[src/rtl/divu_seq_unit.sv]
// Multi-cycle radix-2 restoring unsigned divider feeding HiLo: dataOut = {remainder, quotient}.
// Optional signed DIV support is compiled in with `define DIVU_SEQ_SIGNED_EN.
module divu_seq_unit #(
    parameter int         WIDTH     = 32,
    parameter logic [5:0] DIVU_CODE = 6'b011011
) (
    input  logic               clk,
    input  logic               reset,
    input  logic [WIDTH-1:0]   dataA,
    input  logic [WIDTH-1:0]   dataB,
    input  logic [5:0]         Signal,
    input  logic               start,
    output logic               busy,
    output logic               done,
    output logic               div_by_zero,
    output logic [2*WIDTH-1:0] dataOut
);
    localparam int CNT_W = $clog2(WIDTH);

    // state | meaning
    // IDLE  | waiting for a qualified start
    // CALC  | one quotient bit per clock, busy high
    // DONE  | single cycle, done high, dataOut freshly written
    localparam logic [1:0] IDLE = 2'd0;
    localparam logic [1:0] CALC = 2'd1;
    localparam logic [1:0] DONE = 2'd2;

    logic [1:0]       state;
    logic [CNT_W-1:0] cnt;
    logic [WIDTH-1:0] rem, quo, dvs;
    logic [WIDTH:0]   rem_sh, trial;
    logic [WIDTH-1:0] rem_nxt, quo_nxt, res_rem, res_quo;
    logic [WIDTH-1:0] op_a, op_b;
    logic             code_ok, accept;

`ifdef DIVU_SEQ_SIGNED_EN
    localparam logic [5:0] DIV_CODE = 6'b011010;
    logic is_div, neg_quo, neg_rem;

    assign is_div  = (Signal == DIV_CODE);
    assign code_ok = (Signal == DIVU_CODE) || is_div;
    assign op_a    = (is_div && dataA[WIDTH-1]) ? -dataA : dataA;
    assign op_b    = (is_div && dataB[WIDTH-1]) ? -dataB : dataB;
    // Sign fix folds into the final write so latency matches DIVU.
    assign res_quo = neg_quo ? -quo_nxt : quo_nxt;
    assign res_rem = neg_rem ? -rem_nxt : rem_nxt;

    always_ff @(posedge clk) begin
        if (reset) begin
            neg_quo <= 1'b0;
            neg_rem <= 1'b0;
        end else if (accept) begin
            neg_quo <= is_div && (dataA[WIDTH-1] ^ dataB[WIDTH-1]);
            neg_rem <= is_div && dataA[WIDTH-1];
        end
    end
`else
    assign code_ok = (Signal == DIVU_CODE);
    assign op_a    = dataA;
    assign op_b    = dataB;
    assign res_quo = quo_nxt;
    assign res_rem = rem_nxt;
`endif

    assign accept = start && code_ok && (state != CALC);
    assign busy   = (state == CALC);
    assign done   = (state == DONE);

    // rem < divisor always, so the shifted value fits WIDTH+1 bits and trial[WIDTH] is the sign.
    assign rem_sh  = {rem, quo[WIDTH-1]};
    assign trial   = rem_sh - {1'b0, dvs};
    assign rem_nxt = trial[WIDTH] ? rem_sh[WIDTH-1:0] : trial[WIDTH-1:0];
    assign quo_nxt = {quo[WIDTH-2:0], ~trial[WIDTH]};

    always_ff @(posedge clk) begin
        if (reset) begin
            state       <= IDLE;
            cnt         <= '0;
            rem         <= '0;
            quo         <= '0;
            dvs         <= '0;
            div_by_zero <= 1'b0;
            dataOut     <= '0;
        end else if (accept) begin
            cnt         <= '0;
            rem         <= '0;
            quo         <= op_a;
            dvs         <= op_b;
            div_by_zero <= 1'b0;
            if (op_b == '0) begin
                state       <= DONE;
                div_by_zero <= 1'b1;
                dataOut     <= {dataA, {WIDTH{1'b1}}};
            end else begin
                state <= CALC;
            end
        end else begin
            case (state)
                CALC: begin
                    rem <= rem_nxt;
                    quo <= quo_nxt;
                    cnt <= cnt + 1'b1;
                    if (cnt == CNT_W'(WIDTH - 1)) begin
                        dataOut <= {res_rem, res_quo};
                        state   <= DONE;
                    end
                end
                DONE:    state <= IDLE;
                default: state <= IDLE;
            endcase
        end
    end
endmodule
[config.mk]
export PLATFORM = sky130hd
export DESIGN_NAME = divu_seq_unit
export DESIGN_NICKNAME = d
export VERILOG_FILES = /design/src/rtl/divu_seq_unit.sv
export SDC_FILE = /design/constraint.sdc
export NUM_CORES = 1
export LEC_CHECK = 0
export CAP_MARGIN = 20
export CORE_ASPECT_RATIO = 0.6
export CORE_MARGIN = 5
export CORE_UTILIZATION = 25
export DETAILED_ROUTE_END_ITERATION = 16
export REMOVE_ABC_BUFFERS = 1
export SYNTH_ARGS = -nofsm -noshare
export SYNTH_HDL_FRONTEND = slang
export SYNTH_SLANG_ARGS = --single-unit
[constraint.sdc]
create_clock -name clk -period 7.9 [get_ports clk]
set_input_delay 1.185 -clock clk [delete_from_list [all_inputs] [get_ports clk]]
set_output_delay 1.185 -clock clk [all_outputs]
set_load 0.02 [all_outputs]
Word-level counts from Yosys, hierarchy flattened
Index checks and enable logic that the tools add are counted.
- register bits after elaboration: 168
- output and inout port bits: 67
- input port bits: 73
- word-level logic and storage cells: 36
- mux-type cells: 12
- reduce and logical (&&, ||, !) cells: 7
- eq/ne operators: 7
- add/subtract/negate cells: 2
- bitwise logic cells: 1
- operators with widths (cell ; number):
    2-to-1 mux 64 bit ; 4
    2-to-1 mux 32 bit ; 3
    subtractor 33 x 32 -> 33 bit ; 1
    logical NOT 32 bit ; 1
    2-to-1 mux 2 bit ; 4
    equality test 6 x 5 -> 1 bit, second input constant ; 1
    adder 5 x 1 -> 5 bit, second input constant ; 1
    equality test 5 bit, second input constant ; 1
    inequality test 2 x 1 -> 1 bit, second input constant ; 2
    nonzero test 2 bit ; 2
    inequality test 3 x 1 -> 1 bit, second input constant ; 1
    AND reduction 3 bit ; 1
    equality test 2 x 1 -> 1 bit, second input constant ; 1
    equality test 2 bit, second input constant ; 1
    logical AND 1 bit ; 2
    OR reduction 2 bit ; 1
    2-to-1 mux 1 bit ; 1
    NOT 1 bit ; 1

Longest topological paths before layout
- depth after elaboration: 5
- depth in mapped cells: 13
- gate-level depth less buffers: 12

Worst setup path before layout
Ideal clock, no wire load.
- path kind: input-to-reg
- start: input port Signal[5]
- end: register dataOut[10]
- path buffers: 4
- library setup time: 0.078 ns
- cell stages on the path: 11
- path slack: 4.675 ns
- data arrival time: 3.147 ns
- cell sequence: nand4b_1 > nor3_1 > clkbuf_1 > nand2_1 > nor3_1 > or2_2 > buf_2 > buf_2 > buf_1 > nor2_1 > nor3_1
- word-level cells in the longest chain between the ends: 5
- elaborated cells on any way between the ends: 8
- classes of those cells: eq/ne (2); mux (1); reduce/logical (5)
- RTL lines (element ; line ; source):
    from (decl) ; 11 ; input logic [5:0] Signal,
    equality test 6 x 5 -> 1 bit (*) ; 58 ; assign code_ok = (Signal == DIVU_CODE);
    logical AND 1 bit (*) (2 in a row) ; 65 ; assign accept = start && code_ok && (state != CALC);
    inequality test 2 x 1 -> 1 bit (no line) / nonzero test 2 bit (equally long branches) ; n/a ;
    AND reduction 3 bit (no line) ; n/a ;
    to (signal assigned) ; 93 ; dataOut <= {dataA, {WIDTH{1'b1}}};
    to (signal assigned) ; 104 ; dataOut <= {res_rem, res_quo};
    to (decl) ; 16 ; output logic [2*WIDTH-1:0] dataOut
Every way passes the cells marked *; elsewhere a longest branch is shown, timed or not.
A chain may end at the register's enable or synchronous reset.

Worst setup path in the final report
- start: input port start
- end: register dataOut[47]
- word-level cells in the longest chain between the ends: 4
- elaborated cells on any way between the ends: 7
- classes of those cells: eq/ne (1); mux (1); reduce/logical (5)
- RTL lines (element ; line ; source):
    from (decl) ; 12 ; input logic start,
    logical AND 1 bit (*) (2 in a row) ; 65 ;
    inequality test 2 x 1 -> 1 bit (no line) / nonzero test 2 bit (equally long branches) ; n/a ;
    AND reduction 3 bit (no line) ; n/a ;
Marks and branches as above.

==> reports/qor.yml <==
grt_max_degree: 79
power_density_nw_per_um2: 184
holdBufCountCts: 0
cts_tree: "done"
ys_seq_area_frac: 0.392
path_max_fanout: 47
async_flop_share: 0
area_growth_pct: 27.6
ioPinCount: 140
gr-total-overflow: 0
holdWs_ps: 456
core_area_sq_um: 33800
worstMarginPinSlew_ps: 914
num_antenna_cells: 0
stdcell_count: 1616
ant_nets: 0
dieArea_sq_um: 38200
drt_iter0_drc: 557
cp-start-kind: "primary input"
track_usage: 0.144
fin_crit_sh: 0.553
fmax_mhz: 229
status: "complete, no violations"
finalMaxSlewViolations: 0
grt_pass1_vias: 7578
rsz0062_at_grt: "no"
r2r_slack_ps: 3890
synthCells: 1053
drive_above_1_share: 0.0493
hold_violations: 0
wire_per_inst_um: 17.3
dieWidth_um: 249
gp_congestion: 0.835
dp.cells: 1584
whs_path_depth: 2
fin_tns_setup_ps: 0
synth_area_sq_um: 8580
cp_data_arrival_time_ps: 4680
intPower_mw: 1.50
path_class: "in2reg"
final_nets: 1252
synth_seq_cells: 168
whs_endpoint: "dvs[22]$_SDFFE_PP0P_"
finalCoreUtilization: 0.324
r2r_cells: 12
ctsResizeCount: 0
hold_path_class: "reg2reg"
yosysWarnings: 0
synth_edf_count: 0
place_hpwl_mm: 20.3
clk_latency_ps: 440
die_h_um: 153
routed_wl_mm: 27.9
root_buffer: "clkbuf_16"
synth_flop_cell: "dfxtp_1"
required_ps: 8220
rows: 52
place_worst_setup_slack_ps: 3150
syn_avg_cell_area_sq_um: 8.15
setup_viol: 0
p_comb_frac: 0.119
ir_drop_uv: 154
first_pass_iters: 5
fin_crit_ps: 4370
clock-sinks: 168
cap_violations: 0
clock_skew_ps: 9.84
antenna_found_initial: 0
clk_pin_slew_worst_paths_ps: 70
grt_pass1_wl_mm: 44.0
relSlewSlack: 0.389
r2r-start: "quo[31]$_SDFFE_PP0P_"
end_kind: "flop"
cts_made_buffers: 17
io_buffers: 139
post_cts_buffers: 0
p_sw_mw: 0.513
htree_levels: 4
p_clk_frac: 0.456
synth.distinct_cells: 54
viasPerCell: 4.91
vias: 7941
seqPwrFrac: 0.425
clock_path_buffers: 2
power_leakage_nw: 4.17
hold_start: "dvs[22]$_SDFFE_PP0P_"
finalWorstSetupSlack_ps: 3530
route.detailed.drc: 0
netSwitchingFraction: 0.255
rr_endpoint: "dataOut[44]$_SDFFE_PP0P_"
initial_core_util: 0.254
==> worst max-delay path: stages <==
cell             delay, ps
clkdlybuf4s50_1        460
nand4b_1               140
nor3_2                 190
buf_4                  530
nand2_1                110
buf_4                  280
nor3_1                 360
or2_2                  380
buf_4                  490
nor2_1                  80
o311ai_0               380
==> sequential cells by signal, summed over array words and instances, names as in the netlist <==
register     count
state            2
div_by_zero      1
cnt              5
rem             32
dataOut         64
dvs             32
quo             32
==> layout by cell type, fill, tap and decap left out, drive strengths merged, types with 12 or more instances in the layout <==
| cell type | instances |
|---|---|
| ha | 34 |
| nor2 | 125 |
| a211oi | 37 |
| a21o | 12 |
| xor2 | 15 |
| mux2i | 63 |
| dfxtp | 168 |
| nand4 | 12 |
| a21oi | 118 |
| buf | 12 |
| o22ai | 24 |
| nor3 | 37 |
| nand3 | 15 |
| clkbuf | 19 |
| xnor2 | 16 |
| and3 | 34 |
| o21ai | 47 |
| clkdlybuf4s50 | 138 |
| nand2 | 93 |
| inv | 41 |
| nor4 | 13 |
==> power groups by stage <==
stage | combinational (mW) | sequential (mW) | clock (mW)
floorplan | 0.138 | 0.872 | 0
global placement | 0.239 | 0.873 | 0
detailed placement | 0.239 | 0.874 | 0
CTS | 0.240 | 0.854 | 0.936
global route | 0.259 | 0.854 | 0.970
finish | 0.240 | 0.854 | 0.916
==> cells in the mapped netlist (5+ instances only) <==
| cell | count | area (sq um) |
|---|---|---|
| a211oi_1 | 36 | 270 |
| a21o_1 | 12 | 90.1 |
| a21oi_1 | 118 | 591 |
| and3_1 | 34 | 213 |
| buf_1 | 8 | 30.0 |
| clkbuf_1 | 63 | 236 |
| dfxtp_1 | 168 | 3360 |
| ha_1 | 34 | 425 |
| inv_1 | 37 | 139 |
| mux2i_1 | 63 | 631 |
| nand2_1 | 93 | 349 |
| nand2b_1 | 8 | 50.1 |
| nand3_1 | 14 | 70.1 |
| nand4_1 | 12 | 75.1 |
| nand4b_1 | 5 | 43.8 |
| nor2_1 | 125 | 469 |
| nor3_1 | 37 | 185 |
| nor4_1 | 13 | 81.3 |
| o211ai_1 | 9 | 67.6 |
| o21a_1 | 7 | 52.6 |
| o21ai_0 | 47 | 235 |
| o22ai_1 | 24 | 150 |
| xnor2_1 | 16 | 140 |
| xor2_1 | 15 | 131 |
==> routing by layer <==
metal,up-vias,track usage,wire [um]
met5,-,0,0
met4,0,0.0386,434
met3,25,0.0324,1340
met2,193,0.216,12100
met1,3804,0.208,14100
li1,3919,-,-
==> kinds of logic (layout without fill, tap and decap cells) <==
group,count (synthesis),count (layout),share of synthesized area
AOI/OAI and AO/OA,279,279,0.199
xor gates and xnor gates,31,31,0.0317
adders and majority gates,35,35,0.0519
buffers and inverters,115,219,0.0549
DFF,168,168,0.392
muxes,63,63,0.0735
and+or+nand+nor,362,362,0.197
==> stage by stage <==
stage | power (mW) | instance area, sq um
6_report | 2.01 | 10900
5_1_grt | 2.08 | 10900
4_1_cts | 2.03 | 10900
3_5_place_dp | 1.11 | 10300
3_3_place_gp | 1.11 | 10300
2_1_floorplan | 1.01 | 8250
==> worst max path at each step <==
stage,cells past startpoint,to,start
after floorplan,5,rem[0]$_SDFFE_PP0P_,state[1]$_SDFFE_PP0P_
after global placement,12,dataOut[59]$_SDFFE_PP0P_,Signal[5]
after detailed placement,11,dataOut[47]$_SDFFE_PP0P_,Signal[5]
after CTS,11,dataOut[47]$_SDFFE_PP0P_,Signal[5]
after global routing,11,dataOut[47]$_SDFFE_PP0P_,start
final,11,dataOut[47]$_SDFFE_PP0P_,start
==> layout make-up <==
class                      instances  area [sq um]
clock buffer                      19           443
clock inverter                    13           193
fill                            3563         22800
inverter                          37           139
multi-input combinational        770          4760
sequential                       168          3360
tap                              459           574
timing repair buffer             150          1470
Note: power is estimated with default switching activity, not from simulation.
==> patch, RTL diff (same settings) <==
The parameter `WIDTH` goes from 32 to 64.
--- a/src/rtl/divu_seq_unit.sv
+++ b/src/rtl/divu_seq_unit.sv
@@ -1,7 +1,7 @@
 // Multi-cycle radix-2 restoring unsigned divider feeding HiLo: dataOut = {remainder, quotient}.
 // Optional signed DIV support is compiled in with `define DIVU_SEQ_SIGNED_EN.
 module divu_seq_unit #(
-    parameter int         WIDTH     = 32,
+    parameter int         WIDTH     = 64,
     parameter logic [5:0] DIVU_CODE = 6'b011011
 ) (
     input  logic               clk,
Interface: changed (resized dataA, dataB and dataOut); port bits go from 140 to 268. The function was not compared with the original's and may differ.
==> patch against the unedited design <==
Die area grew 100%; routed wire length grew 150%; synthesized area grew 110%; largest cell class unchanged; design area grew 100%; power grew 110%; worst setup slack lost 0.66 ns; utilization shrank 0.49 points; sequential cell count grew 161; first-iteration DRC count grew to 2.5 times the old value.
==> patch: results (changes against the unedited design) <==
DR WL/cell=20.9 um (was 17.3 um); routability cong.=0.952 (was 0.835); share of the yosys chip area belonging to registers=37.0% (was 39.2%); initial antenna violation count=15 (was 0); fillers=7,449 (was 3,563); Post-synth top cells=361 x nand2_1, 329 x dfxtp_1, 219 x a21oi_1, 152 x o21ai_0, 127 x nor2_1 (was 168 x dfxtp_1, 125 x nor2_1, 118 x a21oi_1, 93 x nand2_1); CP max-delay cell=nor2_8 (was buf_4); met2 Usage GRT=21.9% (was 21.6%); post-cts resize count=0 (unchanged); Pleak=8.47 nW (was 4.17 nW); grt met1 use=27.4% (was 20.8%); Switch Pwr=1.30 mW (was 0.513 mW); Clock Tree Buf Depth=3 (was 2); status=completed (unchanged); Max stage delay on crit path=0.82 ns (was 0.53 ns); skew final=0.0279 ns (was 0.00984 ns); number of flip-flops in the largest register=128 (was 64); met3 usage=5.53% (was 3.24%); Critical Path AT=5.44 ns (was 4.68 ns); worst vdd ir=0.000106 V (was 0.000154 V); first-pass GRT wire length=102 mm (was 44.0 mm); CTS buffer count=38 (was 17); ranking of synthesized cells by area=dfxtp_1 37%, nand2_1 7.6%, mux2i_1 6.4%, a21oi_1 6.2%, ha_1 4.6% (was dfxtp_1 39%, mux2i_1 7.4%, a21oi_1 6.9%, nor2_1 5.5%, ha_1 5.0%); DP HPWL=51.9 mm (was 20.3 mm); Worst-Margin Slew=1.03 ns (was 0.914 ns); vias in the first global route=15.5k (was 7,578); post-synth cell types=75 (was 54); htree depth=2 (was 4); Clock Latency Late Sink=0.57 ns (was 0.44 ns); pin count of the biggest net entering global routing=133 (was 79); final net count=2,570 (was 1,252)
-- patch: critical path, delay by kind of cell, from the launching register on --
family                   cells  cell delay [ns]
AO/OA/AOI/OAI                5             1.24
AND/OR/NAND/NOR              4             1.45
multiplexers                 1             0.54
buffers and inverters        2             0.56
adder cells (fa/ha/maj)      2             0.66
flip-flops                   1             0.43
-- patch: area by class of cell --
| class | instances | area share, % |
|---|---|---|
| Sequential cell | 329 | 29.4 |
| Clock inverter | 16 | 0.620 |
| Antenna cell | 6 | 0.0670 |
| Inverter | 91 | 1.54 |
| Tap cell | 924 | 5.16 |
| Timing Repair Buffer | 292 | 12.9 |
| Clock buffer | 52 | 4.93 |
| Multi-Input combinational cell | 1615 | 45.4 |
-- patch: final timing paths --
path	start	to	slack (ns)	cells after the start
max	quo[63]	rem[35]	2.87	14
min	dvs[30]	dvs[30]	0.45	2
max reg2reg	quo[63]	rem[35]	2.87	14
min reg2reg	dvs[30]	dvs[30]	0.45	2
-- patch: power by group through the flow --
stage / Sequential [mW] / Combinational [mW] / Clock, mW
6_report: 1.69 / 0.831 / 1.78
5_1_grt: 1.69 / 0.887 / 1.90
4_1_cts: 1.69 / 0.830 / 1.84
3_5_place_dp: 1.73 / 0.826 / 0
3_3_place_gp: 1.73 / 0.829 / 0
2_1_floorplan: 1.74 / 0.458 / 0
-- patch: through the flow --
stage          instance area [um^2]  hold WS (ns)  instances  setup slack (ns)  util [%]
2_1_floorplan                 17100         0.430       2035            -11.89         -
3_3_place_gp                  21100         0.443       3250              2.77      30.1
3_5_place_dp                  21100         0.447       3251              2.71      30.1
4_1_cts                       22400         0.455       3319              2.87      31.9
5_1_grt                       22400         0.475       3322              2.57      31.9
6_report                      22400         0.453       3325              2.87      31.9
-- patch: kinds of logic (layout without fill, tap and decap cells) --
| logic type | after synthesis | count (layout) | share of synthesized area (%) |
|---|---|---|---|
| AOI/OAI and AO/OA | 713 | 713 | 26.4 |
| and+or+nand+nor | 667 | 667 | 16.7 |
| DFF | 329 | 329 | 37.0 |
| buffers and inverters | 264 | 451 | 6.09 |
| muxes | 114 | 114 | 6.41 |
| adders and majority gates | 66 | 66 | 4.68 |
| xor gates and xnor gates | 55 | 55 | 2.71 |
| other | 0 | 6 | 0 |
-- patch: per-layer routing --
metal  part of all wire [%]  wire [um]
met1                     53      37000
met2                     37      25400
met3                    8.8       6130
met4                    1.2        841
met5                   0.15        103
